--- config.mk ---
export PLATFORM = sky130hd
export DESIGN_NAME = synapse_accumulator
export DESIGN_NICKNAME = d
export VERILOG_FILES = /design/src/rtl/synapse_accumulator.sv
export SDC_FILE = /design/constraint.sdc
export NUM_CORES = 1
export LEC_CHECK = 0
export CORE_MARGIN = 3
export CORE_UTILIZATION = 64
export CTS_BUF_LIST = sky130_fd_sc_hd__clkbuf_8
export DETAILED_ROUTE_END_ITERATION = 8
export HOLD_SLACK_MARGIN = 0.12
export PLACE_DENSITY = 0.88
export SLEW_MARGIN = 10
export SYNTH_ARGS = -nofsm -noshare
export SYNTH_HDL_FRONTEND = slang
export SYNTH_SLANG_ARGS = --single-unit
--- constraint.sdc ---
create_clock -name clk -period 4.2 [get_ports clk]
set_input_delay 0.84 -clock clk [delete_from_list [all_inputs] [get_ports clk]]
set_output_delay 0.84 -clock clk [all_outputs]
set_load 0.005 [all_outputs]
--- src/rtl/synapse_accumulator.sv ---
// Weighted spike accumulator feeding one LIF neuron: two-stage lookup/add pipe, flushes on each timestep pulse.
// Timestep at T gives cur_valid at T+2; a held output stalls the flush, which drops spike_ready until the neuron takes it.
module synapse_accumulator #(
  parameter int NUM_INPUTS   = 16,
  parameter int IDX_WIDTH    = $clog2(NUM_INPUTS),
  parameter int WEIGHT_WIDTH = 32,
  parameter int ACC_WIDTH    = 32
) (
  input  logic                    clk,
  input  logic                    rst_n,
  input  logic                    spike_valid,
  input  logic [IDX_WIDTH-1:0]    spike_idx,
  output logic                    spike_ready,
  input  logic                    wr_en,
  input  logic [IDX_WIDTH-1:0]    wr_addr,
  input  logic [WEIGHT_WIDTH-1:0] wr_data,
  input  logic                    timestep,
  output logic                    cur_valid,
  output logic [ACC_WIDTH-1:0]    cur_data,
  output logic                    cur_sat,
  input  logic                    cur_ready,
  output logic                    ts_overrun
);

  typedef enum logic {ACCUM, FLUSH} state_t;

  state_t                         state;
  logic signed [WEIGHT_WIDTH-1:0] weights [NUM_INPUTS];
  logic        [ACC_WIDTH-1:0]    acc;
  logic        [ACC_WIDTH-1:0]    pipe_w;
  logic                           pipe_valid;
  logic                           sat_flag;

  logic                           idx_ok;
  logic                           wr_ok;
  logic                           spike_accept;
  logic                           out_free;
  logic        [ACC_WIDTH-1:0]    rd_w;
  logic        [ACC_WIDTH-1:0]    add_in;
  logic        [ACC_WIDTH-1:0]    sum_val;
  logic                           sum_clamp;

  // Returns {clamped, value}; the sum is formed one bit wider so overflow shows as a sign disagreement.
  function automatic logic [ACC_WIDTH:0] sat_add(input logic [ACC_WIDTH-1:0] a,
                                                 input logic [ACC_WIDTH-1:0] b);
    logic [ACC_WIDTH:0] s;
    s = {a[ACC_WIDTH-1], a} + {b[ACC_WIDTH-1], b};
    if (s[ACC_WIDTH] != s[ACC_WIDTH-1])
      return {1'b1, s[ACC_WIDTH], {(ACC_WIDTH-1){~s[ACC_WIDTH]}}};
    return {1'b0, s[ACC_WIDTH-1:0]};
  endfunction

  generate
    if (NUM_INPUTS < (1 << IDX_WIDTH)) begin : g_partial_range
      assign idx_ok = (32'(spike_idx) < NUM_INPUTS);
      assign wr_ok  = (32'(wr_addr) < NUM_INPUTS);
    end else begin : g_full_range
      assign idx_ok = 1'b1;
      assign wr_ok  = 1'b1;
    end
  endgenerate

  assign spike_ready  = rst_n && (state == ACCUM);
  assign spike_accept = spike_valid && spike_ready;
  assign out_free     = !cur_valid || cur_ready;

  always_comb begin
    rd_w   = idx_ok ? ACC_WIDTH'(weights[spike_idx]) : '0;
    add_in = pipe_valid ? pipe_w : '0;
    {sum_clamp, sum_val} = sat_add(acc, add_in);
  end

  always_ff @(posedge clk or negedge rst_n) begin
    if (!rst_n) begin
      for (int i = 0; i < NUM_INPUTS; i++) weights[i] <= '0;
      state      <= ACCUM;
      acc        <= '0;
      pipe_w     <= '0;
      pipe_valid <= 1'b0;
      sat_flag   <= 1'b0;
      cur_valid  <= 1'b0;
      cur_data   <= '0;
      cur_sat    <= 1'b0;
      ts_overrun <= 1'b0;
    end else begin
      // Reads above see the pre-edge array, so a same-cycle write is not forwarded.
      if (wr_en && wr_ok) weights[wr_addr] <= wr_data;

      if (cur_valid && cur_ready) cur_valid <= 1'b0;

      case (state)
        ACCUM: begin
          pipe_valid <= spike_accept;
          if (spike_accept) pipe_w <= rd_w;
          acc      <= sum_val;
          sat_flag <= sat_flag | sum_clamp;
          if (timestep) state <= FLUSH;
        end
        FLUSH: begin
          if (timestep) ts_overrun <= 1'b1;
          if (out_free) begin
            cur_data   <= sum_val;
            cur_sat    <= sat_flag | sum_clamp;
            cur_valid  <= 1'b1;
            acc        <= '0;
            sat_flag   <= 1'b0;
            pipe_valid <= 1'b0;
            state      <= ACCUM;
          end
        end
        default: state <= ACCUM;
      endcase
    end
  end

endmodule

=== After elaboration in Yosys (flattened, before gate mapping) ===
Index checks and enable logic that the tools add are counted.

* Equality and inequality tests: 2
* Mux-type cells: 21
* Add/subtract/negate cells: 1
* Div/mod/pow operators: 0
* Shift-type cells: 0
* Magnitude comparators: 3
* $mul: 0
* Reductions and logical operators: 9
* Bitwise operators: 5

{| class="wikitable"
|+ Operators by type and width
! cell !! count
|-
| bitwise mux 512 bit || 1
|-
| 2-to-1 mux 32 bit || 5
|-
| binary-select mux 32 bit (select 4 bit) || 1
|-
| demux 32 bit (select 4 bit) || 1
|-
| 2-to-1 mux 33 bit || 2
|-
| one-hot mux 32 bit (2 select lines) || 1
|-
| adder 32 x 32 -> 33 bit || 1
|-
| >= comparator 5 bit, second input constant || 2
|-
| NOT 4 -> 5 bit || 2
|-
| 2-to-1 mux 1 bit || 7
|-
| one-hot mux 1 bit (2 select lines) || 3
|-
| AND reduction 2 bit || 3
|-
| less-than comparator 5 x 1 -> 1 bit, second input constant || 1
|-
| logical AND 1 bit || 4
|-
| != test 2 x 1 -> 1 bit, second input constant || 1
|-
| NOT 1 bit || 2
|-
| zero test 1 bit || 1
|-
| logical OR 1 bit || 1
|-
| != test 1 bit || 1
|-
| OR 1 bit || 1
|}

* Bits in writable memories: 0
* Memory bits (read-only): 0
* Register bits: 614
* Input port bits: 46
* Memories kept: 0
* Output and inout bits: 36
* Latch bits: 0

=== Longest topological paths before layout ===
* Depth after elaboration: 7
* Depth in mapped cells: 14
* Gate-level depth less buffers: 12

=== Worst setup path after synthesis ===
No wires, ideal clock.

* Kind: input-to-reg
* From: input spike_idx[0]
* To: register pipe_w[22]
* Library setup time: 0.125 ns
* Slack: 1.158 ns
* Data required time: 4.075 ns
* Stages: 5
* Data arrival time: 2.917 ns
* Cells stage by stage: buf_2 buf_1 mux4_2 mux4_2 mux2_2

* Word-level cells in the longest chain between the ends: 4

{| class="wikitable"
|+ Ends and longest elaborated chain
! what !! line !! source
|-
| from (decl) || 12 || <nowiki>input logic [IDX_WIDTH-1:0] spike_idx,</nowiki>
|-
| NOT 4 -> 5 bit (not written as such) || 68 || <nowiki>rd_w = idx_ok ? ACC_WIDTH'(weights[spike_idx]) : '0;</nowiki>
|-
| binary-select mux 32 bit (select 4 bit) || 68 ||
|-
| 2-to-1 mux 32 bit (not written as such) (2 in a row) || 68 ||
|-
| to (signal assigned) || 94 || <nowiki>if (spike_accept) pipe_w <= rd_w;</nowiki>
|-
| to (decl) || 30 || <nowiki>logic [ACC_WIDTH-1:0] pipe_w;</nowiki>
|}

No other way between the ends. The select of a mux whose other input is x is not followed.
A chain may end at the register's enable or synchronous reset.

=== Worst setup path after layout ===
* From: register pipe_valid
* To: register acc[8]

* Word-level cells in the longest chain between the ends: 6
* Elaborated cells on any way between the ends: 8

{| class="wikitable"
|+ Ends and longest elaborated chain
! what !! line !! source
|-
| from (decl) || 31 || <nowiki>logic pipe_valid;</nowiki>
|-
| from (signal assigned) || 93 || <nowiki>pipe_valid <= spike_accept;</nowiki>
|-
| 2-to-1 mux 32 bit (*) || 69 || <nowiki>add_in = pipe_valid ? pipe_w : '0;</nowiki>
|-
| adder 32 x 32 -> 33 bit (*) || 47 || <nowiki>s = {a[ACC_WIDTH-1], a} + {b[ACC_WIDTH-1], b};</nowiki>
|-
| != test 1 bit or NOT 1 bit (tied branches) || 48, 49 ||
|-
| 2-to-1 mux 1 bit or 2-to-1 mux 33 bit (tied branches) || 48 || <nowiki>if (s[ACC_WIDTH] != s[ACC_WIDTH-1])</nowiki>
|-
| 2-to-1 mux 33 bit (*) || 50 || <nowiki>return {1'b0, s[ACC_WIDTH-1:0]};</nowiki>
|-
| one-hot mux 32 bit (2 select lines) (*) || 91 || <nowiki>case (state)</nowiki>
|-
| to (signal assigned) || 95 || <nowiki>acc <= sum_val;</nowiki>
|-
| to (decl) || 29 || <nowiki>logic [ACC_WIDTH-1:0] acc;</nowiki>
|}

Mark *: on every way between the ends. The rest lies on a longest branch, timed or not. The select of a mux whose other input is x is not followed.

==> impl_metrics.yaml <==
status:
  outcome: "finished, final reports clean"
route:
  wl_per_cell_um: 25.9
  final_antenna_net_count: 0
  drt_iter0_drc: 1797
  via_per_inst: 6.50
  routed_wl_um: 70500
  vias: 17654
  first_pass_iters: 5
  drc: 0
yosys:
  async_flop_share: 1.00
  synth_xor_xnor_area_share: 0.00907
  synth_common_cells: "dfrtp_1 (614), mux2_2 (545), mux4_2 (160)"
  ys.flop_type: "dfrtp_1"
  post_synth_num_cell_types: 62
  synth_top_family_by_area: "multiplexers"
  synth.most_common_cell: "dfrtp_1"
  yosysWarnings: 0
  synthCells: 1972
  synth_largest_area_cell: "dfrtp_1"
  synth_compound_area_frac: 0.0439
  synthAdderAreaFrac: 0.0146
  synth_nets: 2051
  yosys.area_share.simple: 0.0387
  muxShareOfSynthArea: 0.339
  netlist.area_leader.share: 0.533
  synthTopCellsByArea: "dfrtp_1 (53%), mux2_2 (21%), mux4_2 (12%)"
  synth_edf_count: 0
  ys_seq_elements: 614
  ys_seq_area_frac: 0.533
  synth_area_um2: 28800
  syn-mean-instance-area_um2: 14.6
floorplanning:
  dieHeight_um: 218
  ios: 82
  fp.coreArea_um2: 44300
  die_x_um: 218
  initial_core_util: 0.651
  rows: 77
  die_area_um2: 47600
sta:
  skew_ns: 0.0182
  finalCriticalPeriod_ns: 3.61
  maxSlewViolCount: 0
  setup_tns_ns: 0
  worst_slew_pin_slew_ns: 0.999
  rsz0062_at_grt: "false"
  setup_viol: 0
  finalHoldViolCount: 0
  fin_crit_sh: 0.859
  relSlewSlack: 0.334
  max_freq_mhz: 277
critical_path:
  critical_path_class: "reg -> reg"
  required_ns: 4.71
  cp-end-kind: "register"
  cp_cell_sequence: "buf_4, and2_1, ha_1, nand2_1, nor2_1, and3_1, o31a_1, a211oi_2, o211a_1, o21ai_2, buf_4, o211ai_1"
  reg2reg_depth: 12
  rrSetupSlack_ns: 0.59
  crit_slowest_cell: "dfrtp_1"
  path_max_fanout: 19
  slowest_delay_ns: 0.56
  cp-start-kind: "register"
  r2r-end: "acc[8]"
  reg2reg_from: "pipe_valid"
  worst_ep_arrival_time_ns: 4.11
  crit_top_cell: "buf_4"
global_routing:
  track_usage: 0.307
  grt_pass1_vias: 19318
  antenna_found_initial: 6
  grt_pass1_wl_um: 111000
  grt_overflow: 0
  grt_max_degree: 148
clock_tree:
  ctsRootBufferMaster: "clkbuf_8"
  numClockSinks: 614
  clk_latency_ns: 0.68
  cts_resized: 0
  cts_made_buffers: 95
  cts_max_level: 3
  clkTransAtPathRegs_ns: 0.06
  tritoncts: "done"
  cts.path.max_buffers: 3
  post-cts-setup-buffers: 0
  ctsHoldBuffers: 1
placed_design:
  port_buffers: 81
  gp_congestion: 0.893
  dpl.hpwl_um: 42100
  placedCellCount: 2541
cells_and_area:
  syn2layout_area_growth_pct: 11.9
  fin_nets: 2127
  drive_above_1_share: 0.438
  final_core_util: 0.728
  fill_cells: 2709
  final_cells: 2716
power_and_ir_drop:
  power_density_nw_per_um2: 557
  p_leak_nw: 13.9
  vdd_drop_max_v: 0.000386
min_path:
  whs_path_depth: 1
  hold_path_class: "reg -> reg"
  holdPathEnd: "ts_overrun"
  hold_start: "ts_overrun"
flow_run:
  drv_cap: 0
## metrics by stage
step                area, µm²  hold slack, ns  setup WS (ns)  total power, mW
CTS                     32200           0.488          0.601             18.0
finish                  32300           0.479          0.593             18.0
floorplan               28800           0.451           1.16             11.3
global placement        30300           0.438          0.701             12.6
detailed placement      30300           0.475          0.623             13.0
global route            32300           0.509          0.284             18.8
## critical path: cells and delay by family (launching register included)
kind,cells,cell delay (ns)
buffers and inverters,2,0.50
flip-flops,1,0.56
AND/OR/NAND/NOR,4,0.75
adder cells (fa/ha/maj),1,0.47
AO/OA/AOI/OAI,5,1.15
## cells in the final DEF, fill, tap and decap left out, types with 6 or more instances in the layout
cell | synthesis | routed
o21ai_0 | 32 | 32
and2_1 | 36 | 37
o311ai_0 | 6 | 6
clkinv_2 | 0 | 10
xnor2_1 | 16 | 16
a21oi_1 | 52 | 52
nand2_1 | 89 | 87
dfrtp_1 | 614 | 614
o21a_1 | 8 | 8
o31ai_1 | 6 | 6
nand4_1 | 6 | 6
mux2_2 | 545 | 545
nand2b_1 | 7 | 7
nor2_4 | 0 | 9
clkdlybuf4s50_1 | 0 | 76
xor2_1 | 12 | 12
nor3_1 | 7 | 7
mux4_2 | 160 | 160
ha_1 | 32 | 32
buf_12 | 0 | 8
o22ai_1 | 10 | 10
nor2_1 | 68 | 58
o211ai_1 | 18 | 18
inv_1 | 9 | 42
a221o_1 | 13 | 13
buf_4 | 1 | 41
clkbuf_8 | 0 | 120
## power by group
part	switching [mW]	total, mW	internal, mW
Combinational	1.94	4.47	2.52
Sequential	1.00	8.51	7.51
Clock	2.36	4.98	2.62
Total	5.31	18.0	12.6
## registers in the layout, indices dropped and copies added, names as in the netlist
name	flops
weights	512
acc	32
cur_data	32
pipe_w	32
cur_sat	1
cur_valid	1
pipe_valid	1
sat_flag	1
state	1
ts_overrun	1
## metal layers
metal,wire (µm),track usage
met1,29100,0.422
met2,35100,0.494
met3,4480,0.0665
met4,1740,0.108
met5,33,0
## how the worst max path moves through the flow
stage | start | end | slack (ns) | cells past startpoint
after floorplan | spike_idx[0] | pipe_w[22] | 1.16 | 5
after global placement | pipe_valid | acc[8] | 0.70 | 12
after detailed placement | pipe_valid | acc[26] | 0.62 | 13
after CTS | pipe_valid | acc[8] | 0.60 | 12
after global routing | pipe_valid | acc[7] | 0.28 | 12
final | pipe_valid | acc[8] | 0.59 | 12
## logic make-up (layout without fill, tap and decap cells)
| group | count (synthesis) | in the layout |
|---|---|---|
| compound gates | 186 | 186 |
| flops | 614 | 614 |
| other cells | 0 | 4 |
| fa+ha+maj | 33 | 33 |
| buf+inv | 162 | 310 |
| simple gates | 242 | 242 |
| xor+xnor | 29 | 29 |
| mux | 706 | 706 |
## final cells by class
| cell class | count | area [µm²] | share of cell area |
|---|---|---|---|
| repair buffers | 131 | 1310 | 0.0404 |
| clock inverters | 50 | 260 | 0.00807 |
| clock buffers | 119 | 1640 | 0.0508 |
| diodes | 4 | 10.0 | 0.000310 |
| well taps | 592 | 741 | 0.0230 |
| flip-flops and latches | 614 | 15400 | 0.476 |
| inverters | 10 | 37.5 | 0.00116 |
| multi-input cells | 1196 | 12900 | 0.400 |
Power figures use the tool's default switching activity.
==> patch 1 (same flow settings) <==
Register the output `ts_overrun` once more, with the module's reset; this adds one clock of latency there. The other outputs are not delayed to match.
--- a/src/rtl/synapse_accumulator.sv
+++ b/src/rtl/synapse_accumulator.sv
@@ -25,2 +25,4 @@
   typedef enum logic {ACCUM, FLUSH} state_t;
+
+  logic ts_overrun_s0;
 
@@ -83,3 +85,3 @@
       cur_sat    <= 1'b0;
-      ts_overrun <= 1'b0;
+      ts_overrun_s0 <= 1'b0;
     end else begin
@@ -99,3 +101,3 @@
         FLUSH: begin
-          if (timestep) ts_overrun <= 1'b1;
+          if (timestep) ts_overrun_s0 <= 1'b1;
           if (out_free) begin
@@ -115,2 +117,10 @@
 
+  always_ff @(posedge clk or negedge rst_n) begin
+    if (!rst_n) begin
+      ts_overrun <= '0;
+    end else begin
+      ts_overrun <= ts_overrun_s0;
+    end
+  end
+
 endmodule
Behaviour: not the same (Yosys sat finds a counterexample within 4 cycles, from zero or initial values and one cycle with rst_n low).
==> patch 1 against the original RTL <==
Count of clock-buffer cells in the layout is 5 higher. Sequential cell count is 1 higher. Power barely moved. Fmax fell by 3.3%. Final area up 0.23%. Area after synthesis hardly changed. Wire length down 2.5%. Worst setup slack got worse by 0.12 ns. Clock skew grew 0.0021 ns. Largest power group unchanged. Highest routed layer unchanged.
==> patch 1: results (changes against the original RTL) <==
* 0.892 — final weighted congestion of routability-driven global placement, was 0.893
* 1439 — Initial DRC Count, was 1797
* 0 — hold path depth, was 1
* ts_overrun_s0 — origin of the worst min-delay path, was ts_overrun
* 40600 um — half-perimeter wire length after detailed placement, was 42100 um
* 201 — maximum number of pins on one net before global-route repair, was 148
* acc[18] — R2R Path End, was acc[8]
* 19300 — number of global-route vias before repair, about the same
* dfrtp_1, mux2_2, mux4_2, ha_1, clkbuf_1 — cells taking the most area after synthesis, unchanged
* 109000 um — first-pass GRT wire length, was 111000 um
* 2052 — Syn Nets, was 2051
* 3 — number of antenna violations at the first check in global routing, was 6
* 13.9 nW — total leakage power, about the same
* finished clean — result of the run, unchanged
* 3 — Bufs on Longest Clock Path, unchanged
* 100% — Async SR Flop Fraction, unchanged
* 0.47 ns — flop2flop setup slack, was 0.59 ns
* ts_overrun — Worst Hold End, unchanged
* 29.8% — global routing usage summed across all routing layers, was 30.7%
* 0.65 ns — delay contributed by the slowest stage of the critical path, was 0.56 ns
* 5 — number of iterations in the first detailed-routing pass, unchanged
* 68700 um — Total Routed Length, was 70500 um
* 0.67 ns — clock insertion delay at the later pin of the skew report
* 3 — H-tree lvl count, unchanged
* pipe_valid — startpoint of the most critical register-to-register path, unchanged
* 6.46 — drt via density, was 6.50
* 0.381 ns — worst hold slack, was 0.479 ns
* 53.3% — part of the Yosys area used for sequential elements, about the same
* 43.8% — proportion of layout cells with a drive suffix above 1, about the same
* 16.7% — worst rel slew slack, was 33.4%
* 0.0204 ns — Fin Clk Skew, was 0.0182 ns
* 4.31 ns — Crit path arrival time, was 4.11 ns
* dfrtp_1, mux2_2, mux4_2, clkbuf_1, nand2_1 — most numerous cell types in the synthesized netlist, unchanged
* 0.375 mV — largest vdd supply drop, was 0.386 mV
* 62 — post-synth cell types, unchanged
* 21 — critical path peak fanout, was 19
* 13 — number of cells on the worst reg-to-reg path, was 12
[patch 1: cell types whose count changed after synthesis]
cell | before | now
dfrtp_1 | 614 | 615
[patch 1: power breakdown]
part           internal (mW)  switching (mW)  leakage (nW)
Combinational           2.52            1.94          5.24
Sequential              7.52           0.964          7.57
Clock                   2.66            2.37          1.12
Total                   12.7            5.27          13.9
[patch 1: worst max-delay path by stage]
stage            startpoint  cells past startpoint         end
6_report         pipe_valid                     13     acc[18]
2_1_floorplan  spike_idx[0]                      5  pipe_w[22]
3_5_place_dp     pipe_valid                     12     acc[19]
4_1_cts          pipe_valid                     12     acc[24]
3_3_place_gp     pipe_valid                     12      acc[3]
5_1_grt          pipe_valid                     12     acc[24]
[patch 1: cell families (layout without fill, tap and decap cells)]
group	after synthesis	count (layout)	synth area share, %
adders and majority gates	33	33	1.46
xor gates and xnor gates	29	29	0.906
AOI/OAI and AO/OA	186	186	4.39
muxes	706	706	33.8
buffers and inverters	162	307	2.23
other	0	1	0
DFF	615	615	53.3
and+or+nand+nor	242	242	3.87
[patch 1: area by class of cell]
type / instances / area (um2)
inverters: 10 / 37.5
multi-input cells: 1196 / 12900
repair buffers: 121 / 1300
diodes: 1 / 2.50
well taps: 592 / 741
clock inverters: 52 / 255
clock buffers: 124 / 1710
fillers: 2657 / 12100
flip-flops and latches: 615 / 15400
[patch 1: per-stage QoR]
step	setup slack, ns	instances	cell area, um2
2_1_floorplan	1.16	1973	28900
3_3_place_gp	0.435	2533	30400
3_5_place_dp	0.349	2533	30400
4_1_cts	0.298	2710	32300
5_1_grt	0.210	2711	32300
6_report	0.472	2711	32300
[patch 1: what timing repair did]
| action | in CTS | in global routing |
|---|---|---|
| buffers inserted | 0 | 0 |
| hold endpoints to repair | 55 | 0 |
| gates resized for setup | 0 | 1 |
| hold buffers | 1 | 0 |
| endpoints found under the setup margin | 0 | 1 |
[patch 1: metal layers]
layer | vias to the layer above | track usage [%] | wire, um
li1 | 7487 | - | -
met1 | 9227 | 40.1 | 28200
met2 | 651 | 48.3 | 33900
met3 | 145 | 6.76 | 4630
met4 | 4 | 11.4 | 2030
met5 | - | 0 | 22
==> patch 2 (same flow settings) <==
Without the edit above. Change the parameter `ACC_WIDTH` from 32 to 64.
--- a/src/rtl/synapse_accumulator.sv
+++ b/src/rtl/synapse_accumulator.sv
@@ -6,3 +6,3 @@
   parameter int WEIGHT_WIDTH = 32,
-  parameter int ACC_WIDTH    = 32
+  parameter int ACC_WIDTH    = 64
 ) (
Interface: changed (resized cur_data); port bits go from 82 to 114. No check against the original RTL was run, so the function may have changed too.
==> patch 2 against the original RTL <==
Global-route usage increased by 2.5 points. Sequential cell count up 64. Area after synthesis rose by 16%. Power is 21% higher. Worst setup slack lost 0.37 ns. Fmax decreased by 9.2%. Final area is 16% higher. Wire length is 27% higher.
==> patch 2: results (changes against the original RTL) <==
* 139000 um — first-pass GRT wire length, was 111000 um
* 81 — post-synth cell types, was 62
* 42.8% — met1 layer usage reported by global route, was 42.2%
* 16.1 nW — total leakage power, was 13.9 nW
* 6.67 — drt via density, was 6.50
* 17 — number of cells on the worst reg-to-reg path, was 12
* 1.44% — Post-Synth Adder-Cell Area, was 1.46%
* 6.72% — met3 Use GR, was 6.65%
* 0.72 ns — clock insertion delay at the later pin of the skew report, was 0.68 ns
* 0.250 ns — worst slack at placement, was 0.623 ns
* 3.97 ns — post-route minimum period, was 3.61 ns
* 7.02% — fraction of the mapped netlist area in compound gates, was 4.39%
* 29.3% — share of synthesized area spent on multiplexers, was 33.9%
* finished clean — result of the run, unchanged
* 107 — total CTS buffers, was 95
* 3443 — final cell count without fillers, was 2716
* 34.6% — proportion of layout cells with a drive suffix above 1, was 43.8%
* 0.23 ns — flop2flop setup slack, was 0.59 ns
* 4.52 ns — Crit path arrival time, was 4.11 ns
* 3229 — # fillers, was 2709
* dfrtp_1, mux2_2, nand2_1, mux4_2, clkbuf_1 — most numerous cell types in the synthesized netlist, was dfrtp_1, mux2_2, mux4_2, clkbuf_1, nand2_1
* 3253 — count of placed standard cells including taps, was 2541
* 1.76% — parity-gate share of the synthesized area counting xor and xnor cells, was 0.907%
* 0.0380 ns — Fin Clk Skew, was 0.0182 ns
* 0.43 ns — delay contributed by the slowest stage of the critical path, was 0.56 ns
* 37 — critical path peak fanout, was 19
* 12.8 um2 — post-synthesis area per instance, was 14.6 um2
* 2767 — Final nets, was 2127
* 8 — number of antenna violations at the first check in global routing, was 6
* 24100 — number of global-route vias before repair, was 19300
* dfrtp_1, mux2_2, mux4_2, nand2_1, o21ai_1 — cells taking the most area after synthesis, was dfrtp_1, mux2_2, mux4_2, ha_1, clkbuf_1
* 6 — number of iterations in the first detailed-routing pass, was 5
* 113 — count of buffers inserted at the top-level ports, was 81
patch 2: cell types whose count changed after synthesis, sizes merged, moves of 13 or more:
cell	change
dfrtp	+64
a21oi	+46
a31oi	+17
inv	+13
o21ai	+128
nor4	+14
nand3	+24
nand2	+99
nor2	+46
xnor2	+36
clkbuf	+53
nor3	+17
patch 2: metal layers:
| layer | routed length (um) | vias up |
|---|---|---|
| met2 | 44700 | 1100 |
| li1 | - | 9711 |
| met5 | 55 | - |
| met4 | 3820 | 8 |
| met1 | 34600 | 11800 |
| met3 | 6470 | 287 |
patch 2: kinds of logic after synthesis:
kind of cell / after synthesis
AO/OA/AOI/OAI: 395
buffers and inverters: 237
flip-flops: 678
AND/OR/NAND/NOR: 488
adder cells (fa/ha/maj): 38
multiplexers: 710
XOR/XNOR: 67
patch 2: layout make-up:
class	count	area (um2)	share of cell area, %
Clock buffer	140	1930	5.14
Tap cell	680	851	2.27
Clock inverter	43	211	0.564
Sequential cell	678	17000	45.2
Antenna cell	5	12.5	0.0333
Inverter	23	86.3	0.230
Multi-Input combinational cell	1698	15600	41.6
Timing Repair Buffer	176	1870	4.97
patch 2: report_power, final:
| part | switching [mW] | internal [mW] |
|---|---|---|
| clock network | 2.63 | 2.97 |
| logic | 3.32 | 3.20 |
| registers | 1.37 | 8.32 |
patch 2: metrics by stage:
step,hold WS [ns],util (%),TNS [ns]
floorplan,0.451,-,0
global placement,0.442,68.6,0
detailed placement,0.448,68.6,0
CTS,0.462,72.8,0
global route,0.486,72.8,-0.0683
finish,0.460,72.8,0
patch 2: critical path: cells and delay by family, from the launching register on:
family	cells	cell delay, ns
buffers and inverters	4	0.78
adders and majority gates	1	0.24
AOI/OAI and AO/OA	9	1.55
and+or+nand+nor	2	0.40
muxes	1	0.43
DFF	1	0.40
